===== config.mk =====
export PLATFORM = sky130hd
export DESIGN_NAME = shift_unit_flat
export DESIGN_NICKNAME = d
export VERILOG_FILES = /design/src/rtl/shift_seq_ctrl_pkg.sv /design/src/rtl/shift_seq_ctrl_if.sv /design/src/rtl/shift_reg.sv /design/src/rtl/shift_unit.sv /design/src/rtl/shift_seq_ctrl.sv /design/src/flat_wrapper.sv
export SDC_FILE = /design/constraint.sdc
export NUM_CORES = 1
export LEC_CHECK = 0
export CELL_PAD_IN_SITES_DETAIL_PLACEMENT = 1
export CELL_PAD_IN_SITES_GLOBAL_PLACEMENT = 2
export CORE_MARGIN = 5
export CORE_UTILIZATION = 35
export DETAILED_ROUTE_END_ITERATION = 10
export PLACE_DENSITY_LB_ADDON = 0.1
export SETUP_SLACK_MARGIN = 0.2
export SKIP_CTS_REPAIR_TIMING = 1
export SYNTH_ARGS = -nofsm -noshare
export SYNTH_HDL_FRONTEND = slang
export SYNTH_HIERARCHICAL = 1
export SYNTH_SLANG_ARGS = --single-unit
export TNS_END_PERCENT = 100

===== constraint.sdc =====
create_clock -name clk -period 2.7 [get_ports clk]
set_input_delay 0.54 -clock clk [delete_from_list [all_inputs] [get_ports clk]]
set_output_delay 0.54 -clock clk [all_outputs]
set_load 0.05 [all_outputs]

===== src/rtl/shift_seq_ctrl_pkg.sv =====
// Shared encodings for the shift sequencer and the universal shift register it drives.
package shift_seq_ctrl_pkg;

   localparam logic [1:0] S_HOLD = 2'd0;
   localparam logic [1:0] S_SHR  = 2'd1;
   localparam logic [1:0] S_SHL  = 2'd2;
   localparam logic [1:0] S_LOAD = 2'd3;

   localparam logic [1:0] F_ZERO  = 2'd0;
   localparam logic [1:0] F_ONE   = 2'd1;
   localparam logic [1:0] F_ROT   = 2'd2;
   localparam logic [1:0] F_ARITH = 2'd3;

   typedef enum logic [2:0] {
      ST_IDLE,
      ST_LOAD,
      ST_SHIFT,
      ST_CAPT,
      ST_DONE
   } state_t;

endpackage


===== src/rtl/shift_seq_ctrl_if.sv =====
// Command/result handshake between a requesting datapath and the shift sequencer.
interface shift_seq_ctrl_if #(
   parameter int W  = 8,
   parameter int AW = $clog2(W) + 1
);
   logic          start;
   logic          dir;
   logic [1:0]    fill;
   logic [AW-1:0] amt;
   logic [W-1:0]  data_in;
   logic          busy;
   logic          done;
   logic [W-1:0]  result;

   modport master (
      output start, dir, fill, amt, data_in,
      input  busy, done, result
   );

   modport slave (
      input  start, dir, fill, amt, data_in,
      output busy, done, result
   );
endinterface


===== src/rtl/shift_reg.sv =====
// Four-mode universal shift register: hold, shift right, shift left, parallel load.
module shift_reg
   import shift_seq_ctrl_pkg::*;
#(
   parameter int W = 8
) (
   input  logic         clk,
   input  logic         clr_n,
   input  logic [1:0]   s,
   input  logic [W-1:0] din,
   input  logic         srsi,
   input  logic         slsi,
   output logic [W-1:0] dout
);

   always_ff @(posedge clk or negedge clr_n) begin
      if (!clr_n) begin
         dout <= '0;
      end else begin
         unique case (s)
            S_SHR:   dout <= {srsi, dout[W-1:1]};
            S_SHL:   dout <= {dout[W-2:0], slsi};
            S_LOAD:  dout <= din;
            default: dout <= dout;
         endcase
      end
   end

endmodule


===== src/rtl/shift_unit.sv =====
// Integration wrapper: sequencer plus the shift register whose control pins it owns.
module shift_unit
   import shift_seq_ctrl_pkg::*;
#(
   parameter int W  = 8,
   parameter int AW = $clog2(W) + 1
) (
   input  logic             clk,
   input  logic             clr,
   shift_seq_ctrl_if.slave  cmd
);

   logic [1:0]   sh_s;
   logic [W-1:0] sh_din;
   logic [W-1:0] sh_dout;
   logic         sh_srsi;
   logic         sh_slsi;
   logic         clr_n;

   assign clr_n = ~clr;

   shift_seq_ctrl #(.W(W), .AW(AW)) u_ctrl (
      .clk     (clk),
      .clr     (clr),
      .cmd     (cmd),
      .sh_dout (sh_dout),
      .sh_s    (sh_s),
      .sh_din  (sh_din),
      .sh_srsi (sh_srsi),
      .sh_slsi (sh_slsi)
   );

   shift_reg #(.W(W)) u_sreg (
      .clk   (clk),
      .clr_n (clr_n),
      .s     (sh_s),
      .din   (sh_din),
      .srsi  (sh_srsi),
      .slsi  (sh_slsi),
      .dout  (sh_dout)
   );

endmodule


===== src/rtl/shift_seq_ctrl.sv =====
// Sequences load / N single-bit shifts / capture on a universal shift register
// to perform one multi-bit shift or rotate per start/done handshake.
module shift_seq_ctrl
   import shift_seq_ctrl_pkg::*;
#(
   parameter int W  = 8,
   parameter int AW = $clog2(W) + 1
) (
   input  logic             clk,
   input  logic             clr,
   shift_seq_ctrl_if.slave  cmd,
   input  logic [W-1:0]     sh_dout,
   output logic [1:0]       sh_s,
   output logic [W-1:0]     sh_din,
   output logic             sh_srsi,
   output logic             sh_slsi
);

   localparam logic [AW-1:0] AMT_MAX = AW'(W);

   state_t        state, state_nxt;
   logic          dir_q;
   logic [1:0]    fill_q;
   logic [AW-1:0] amt_q;
   logic [AW-1:0] cnt;
   logic [W-1:0]  data_q;
   logic [W-1:0]  result_q;
   logic [AW-1:0] amt_eff;
   logic          accept;
   logic          busy_c;
   logic          done_c;

   assign amt_eff = (cmd.amt > AMT_MAX) ? AMT_MAX : cmd.amt;
   assign accept  = (state == ST_IDLE) && cmd.start;

   always_ff @(posedge clk or posedge clr) begin
      if (clr) begin
         state    <= ST_IDLE;
         dir_q    <= 1'b0;
         fill_q   <= F_ZERO;
         amt_q    <= '0;
         cnt      <= '0;
         result_q <= '0;
      end else begin
         state <= state_nxt;
         if (accept) begin
            dir_q  <= cmd.dir;
            fill_q <= cmd.fill;
            amt_q  <= amt_eff;
         end
         if (state == ST_LOAD) begin
            cnt <= amt_q;
         end else if (state == ST_SHIFT) begin
            cnt <= cnt - 1'b1;
         end
         if (state == ST_CAPT) begin
            result_q <= sh_dout;
         end
      end
   end

   // Operand is pure data; it is only observed in LOAD after being latched.
   always_ff @(posedge clk) begin
      if (accept) begin
         data_q <= cmd.data_in;
      end
   end

   always_comb begin
      state_nxt = state;
      sh_s      = S_HOLD;
      sh_din    = '0;
      busy_c    = 1'b0;
      done_c    = 1'b0;
      unique case (state)
         ST_IDLE: begin
            if (cmd.start) state_nxt = ST_LOAD;
         end
         ST_LOAD: begin
            sh_s      = S_LOAD;
            sh_din    = data_q;
            busy_c    = 1'b1;
            state_nxt = (amt_q == '0) ? ST_CAPT : ST_SHIFT;
         end
         ST_SHIFT: begin
            sh_s   = dir_q ? S_SHL : S_SHR;
            busy_c = 1'b1;
            if (cnt == AW'(1)) state_nxt = ST_CAPT;
         end
         ST_CAPT: begin
            busy_c    = 1'b1;
            state_nxt = ST_DONE;
         end
         ST_DONE: begin
            done_c    = 1'b1;
            state_nxt = ST_IDLE;
         end
         default: state_nxt = ST_IDLE;
      endcase
   end

   // Arithmetic fill only has meaning for right shifts; on a left shift it behaves as zero fill.
   always_comb begin
      sh_srsi = 1'b0;
      sh_slsi = 1'b0;
      if (!dir_q) begin
         unique case (fill_q)
            F_ONE:   sh_srsi = 1'b1;
            F_ROT:   sh_srsi = sh_dout[0];
            F_ARITH: sh_srsi = sh_dout[W-1];
            default: sh_srsi = 1'b0;
         endcase
      end else begin
         unique case (fill_q)
            F_ONE:   sh_slsi = 1'b1;
            F_ROT:   sh_slsi = sh_dout[W-1];
            default: sh_slsi = 1'b0;
         endcase
      end
   end

   assign cmd.busy   = busy_c;
   assign cmd.done   = done_c;
   assign cmd.result = result_q;

endmodule


===== src/flat_wrapper.sv =====
// flat-port wrapper written by rule: the top's interface ports become plain ports
module shift_unit_flat import shift_seq_ctrl_pkg::*;
#(
   parameter int W  = 8,
   parameter int AW = $clog2(W) + 1
)
  (clk, clr, cmd_start, cmd_dir, cmd_fill, cmd_amt, cmd_data_in, cmd_busy, cmd_done, cmd_result);
  shift_seq_ctrl_if #(.W(W), .AW(AW)) cmd_i ();
  input  logic clk;
  input  logic clr;
  input wire logic [$bits(cmd_i.start)-1:0] cmd_start;
  input wire logic [$bits(cmd_i.dir)-1:0] cmd_dir;
  input wire logic [$bits(cmd_i.fill)-1:0] cmd_fill;
  input wire logic [$bits(cmd_i.amt)-1:0] cmd_amt;
  input wire logic [$bits(cmd_i.data_in)-1:0] cmd_data_in;
  output wire logic [$bits(cmd_i.busy)-1:0] cmd_busy;
  output wire logic [$bits(cmd_i.done)-1:0] cmd_done;
  output wire logic [$bits(cmd_i.result)-1:0] cmd_result;
  assign cmd_i.start = cmd_start;
  assign cmd_i.dir = cmd_dir;
  assign cmd_i.fill = cmd_fill;
  assign cmd_i.amt = cmd_amt;
  assign cmd_i.data_in = cmd_data_in;
  assign cmd_busy = cmd_i.busy;
  assign cmd_done = cmd_i.done;
  assign cmd_result = cmd_i.result;
  shift_unit #(.W(W), .AW(AW)) u_core (.clk(clk), .clr(clr), .cmd(cmd_i));
endmodule

# After elaboration in Yosys (flattened, before gate mapping)

Index checks and enable logic that the tools add are counted.

Mux-type cells: 17
$mul: 0
Bitwise gates (word level): 0
Add/subtract/negate cells: 1
Shift operators: 0
Magnitude comparators: 1
Reduce and logical (&&, ||, !) cells: 8
Equality and inequality tests: 14
Div/mod/pow operators: 0

Operators by type and width:

| cell                | number |
|---|---|
| $pmux 8 s3          | 1 |
| $mux 4              | 3 |
| $pmux 3 s4          | 1 |
| $eq 2x2->1 const B  | 4 |
| $mux 8              | 1 |
| $eq 3x2->1 const B  | 2 |
| $mux 3              | 2 |
| $mux 1              | 5 |
| $eq 2x1->1 const B  | 2 |
| $eq 4x1->1 const B  | 1 |
| $gt 4x4->1 const B  | 1 |
| $logic_not 4->1     | 1 |
| $pmux 2 s2          | 1 |
| $reduce_and 2->1    | 2 |
| $sub 4x1->4 const B | 1 |
| $eq 3x1->1 const B  | 1 |
| $eq 3x3->1 const B  | 1 |
| $logic_not 3->1     | 1 |
| $ne 3x3->1 const B  | 1 |
| $pmux 1 s3          | 1 |
| $reduce_bool 3->1   | 1 |
| $reduce_or 3->1     | 1 |
| $mux 2              | 1 |
| $ne 2x1->1 const B  | 1 |
| 4 further kinds     | 4 |

Bits in latches: 0
Bits in writable memories: 0
Output and inout bits: 10
Logic and storage cells: 50
Input bits: 18
Memories: 0
Memory bits (read-only): 0
Register bits: 38

# Depth between registers and ports, before layout

Depth in word-level cells: 5
Mapped depth: 6
Depth with buffers taken out: 5

# Modules after synthesis

The synthesis kept the hierarchy.

By module, submodules not included:

| module         | cells each | times used | sequential area each (um^2) | area an instance (um^2) |
|---|---|---|---|---|
| shift_seq_ctrl | 123        | 1          | 790.8                       | 1450.1 |
| shift_reg      | 18         | 1          | 200.2                       | 402.9 |
| shift_unit     | 1          | 1          | 0.0                         | 3.8 |

# Worst setup path before layout

No wires, ideal clock.

Kind: register to output
Start point: reg u_core.u_ctrl.state[1]
End point: out cmd_done
Setup slack: 0.420 ns
Buffers on the path: 2
Cell stages (with the launch flop): 4
Arrival: 1.740 ns
Required time: 2.160 ns
Cell sequence: dfrtp_1 buf_2 buf_2 nor3_1

Word-level cells in the longest chain between the ends: 2

Ends and longest elaborated chain:

| item                     | line                 | text |
|---|---|---|
| start: declaration       | shift_seq_ctrl.sv:21 | `state_t state, state_nxt;` |
| start signal: assignment | shift_seq_ctrl.sv:45 | `state <= state_nxt;` |
| $eq 3x3->1               | shift_seq_ctrl.sv:75 | `unique case (state)` |
| $mux 1                   | shift_seq_ctrl.sv:75 |  |
| end: declaration         | flat_wrapper.sv:17   | `output wire logic [$bits(cmd_i.done)-1:0] cmd_done;` |

Every way passes these cells.

# Worst setup path after layout

Start point: reg u_core.u_ctrl.state[0]
End point: out cmd_done

Same word-level chain as after synthesis.

==> results.ini <==
[cts]
numCtsBuffers=5
cts_max_level=2
clk_pin_slew_ns=0.08
cts_max_path_buffers=2
clock_latency_ns=0.29
root_buffer=clkbuf_8
clkSinkCount=38
tritoncts=yes

[drt]
drtPass1Iterations=4
drtIter0Drc=46
drc_errors=0
vias=1197
routed_wl_um=3680
wl_per_cell_um=15.1
antenna_left=0
routed_via_density=4.91

[pwr]
power.total_mw=2.74
power.leakage_nw=0.989
power.density_nw_per_um2=1190
ir_drop_v=0.000352

[sta]
holdWs_ns=0.508
fin_ws_ns=0.312
max_slew.worst_pin.slew_ns=0.839
hold_violations=0
grt_setup_unrepaired=false
setup_tns_ns=0
fmaxAchievable_mhz=419
setup_viol=0
slew-limit-headroom_pct=44.0
min_period_over_period_pct=88.5
finalMaxSlewViolations=0
finClkSkew_ns=0.00312
period_needed_ns=2.39

[floorplan]
coreArea_um2=5140
dieArea_um2=6860
die_h_um=82.8
start_util_pct=36.1
die_w_um=82.8
fp-row-count=26
io_pins=28

[yosys]
synth_cells=142
synthFlopType=dfrtp_1
avgSynthCellArea_um2=13.1
yosysUniqueCellTypes=35
synth_seq_cells=38
synthArstFlopShare_pct=78.9
synth_edf_count=8
seq_area_frac_synth_pct=53.4
synth.net_count=165
yosys_warnings=6
synth_area_um2=1860

[worst_setup_path]
r2r_end=u_core/u_sreg/dout[7]$_DFFE_PN0P_
r2r_setup_slack_ns=0.57
critPathCapture=cmd_done
worstPathArrival_ns=1.85
end_kind=output port
rr_worst_depth=7
startpoint=u_core/u_ctrl/state[0]$_DFFE_PP0P_
worstSetupPathType=flop to output port
critPathMaxFanout=16
cp-start-kind=flop
cp.required_ns=2.16
timing.rr.start=u_core/u_ctrl/state[2]$_DFFE_PP0P_

[placed_design]
place_ws_ns=0.488
io_buffers=27
gp_congestion=0.759
dpl.hpwl_um=2920

[grt]
met3_usage_pct=4.55
use_met2_pct=17.1
grt_pass1_vias=1326
grt.busiest_layer=met2
grt_max_degree=23
antenna_found_initial=0
grt_first_pass_wirelength_um=6450
overflow=0
gr-usage-all-layers_pct=11.5
use_met1_pct=15.5

[final_layout]
antenna_cells=0
nNetsFinal=196
layout-drive-gt1-share_pct=20.1
n_fill_cell=564
area_growth_pct=24.0
final_util_pct=44.8

[flow_run]
maxCapViolations=0

[hold_path]
hp-class=flop to flop

[outcome]
outcome=complete, no violations

## kinds of logic after synthesis
family | after synthesis | synth area share (%)
AOI/OAI and AO/OA | 19 | 7.35
xor gates and xnor gates | 1 | 0.472
adders and majority gates | 5 | 3.37
buffers and inverters | 18 | 5.05
DFF | 38 | 53.4
muxes | 20 | 17.6
and+or+nand+nor | 41 | 12.8
## state kept, by name (all words and copies together), names as in the netlist
register / count
u_core/u_ctrl/cnt: 4
u_core/u_ctrl/fill_q: 2
u_core/u_ctrl/amt_q: 4
u_core/u_ctrl/cmd.result: 8
u_core/u_ctrl/state: 3
u_core/u_ctrl/data_q: 8
u_core/u_ctrl/dir_q: 1
u_core/u_sreg/dout: 8
## metal layers
layer  vias to the layer above  wire length, um  share of wire (%)
met5                         -                0                  0
met4                         0               38                1.0
met3                         5              206                5.6
met2                        28             1660                 45
met1                       594             1780                 48
li1                        570                -                  -
## worst min path at each step
stage	to	startpoint	cells after the start	slack, ns
after detailed placement	u_core/u_ctrl/cmd.result[1]$_DFFE_PP0N_	u_core/u_ctrl/cmd.result[1]$_DFFE_PP0N_	1	0.50
after CTS	u_core/u_ctrl/cmd.result[1]$_DFFE_PP0N_	u_core/u_ctrl/cmd.result[1]$_DFFE_PP0N_	1	0.51
after floorplan	u_core/u_sreg/dout[0]$_DFFE_PN0P_	clr	1	0.36
final	u_core/u_ctrl/cmd.result[0]$_DFFE_PP0N_	u_core/u_ctrl/cmd.result[0]$_DFFE_PP0N_	1	0.51
after global routing	u_core/u_ctrl/cmd.result[1]$_DFFE_PP0N_	u_core/u_ctrl/cmd.result[1]$_DFFE_PP0N_	1	0.54
after global placement	u_core/u_ctrl/cmd.result[1]$_DFFE_PP0N_	u_core/u_ctrl/cmd.result[1]$_DFFE_PP0N_	1	0.49
## cells in the mapped netlist, drive strengths merged (3+ instances only)
cell type  instances  area share [%]
a211oi             3             1.2
and2               8             2.7
buf                6             2.6
dfrtp             30              40
edfxtp             8              13
ha                 5             3.4
inv               11             2.2
mux2              12             7.9
mux4               8             9.7
nand2              4            0.81
nand2b             3             1.0
nand3              3            0.81
nor2               5             1.0
nor2b              3             1.0
nor3               6             1.6
o21ai              5             1.3
## cell usage in the layout, fill, tap and decap left out, drive strengths merged
cell type      netlist  routed
a21o                 1       1
a221oi               2       2
o21ai                5       5
nor4b                1       1
or3                  1       1
a311oi               1       1
o21a                 1       1
ha                   5       5
a21boi               1       1
mux2                12      12
o211a                2       2
dfrtp               30      30
clkdlybuf4s50        0      27
nor2                 5       5
and3b                1       1
nand2b               3       3
nor2b                3       3
nor3                 6       6
a211oi               3       3
nand3                3       3
buf                  6       4
edfxtp               8       8
and2                 8       8
mux4                 8       8
o21ba                1       1
xnor2                1       1
clkinvlp             0       2
nand4                1       1
nand2                4       4
clkbuf               1       6
and3                 2       2
a21oi                2       2
nor3b                2       2
inv                 11      11
or4b                 1       1
## through the flow
stage	instances	instance area (um^2)
finish	244	2300
global route	244	2300
global placement	236	2190
CTS	244	2300
floorplan	142	1860
detailed placement	236	2190
## report_power, final
part           switching, mW  internal, mW
Sequential             0.214         0.801
Combinational          0.653         0.626
Clock                  0.204         0.237
## cell type report
| type | instances | area (um^2) | share of cell area, % |
|---|---|---|---|
| well taps | 70 | 87.6 | 3.80 |
| clock buffers | 6 | 93.8 | 4.08 |
| clock inverters | 2 | 15.0 | 0.652 |
| repair buffers | 31 | 300 | 13.0 |
| inverters | 11 | 41.3 | 1.79 |
| multi-input cells | 86 | 772 | 33.5 |
| flip-flops and latches | 38 | 992 | 43.1 |
## critical path: stages (launching register included)
cell	delay, ns
dfrtp_2	0.51
nor3_1	0.22
clkdlybuf4s50_1	0.83
No activity file was read; power rests on OpenSTA's default activity.
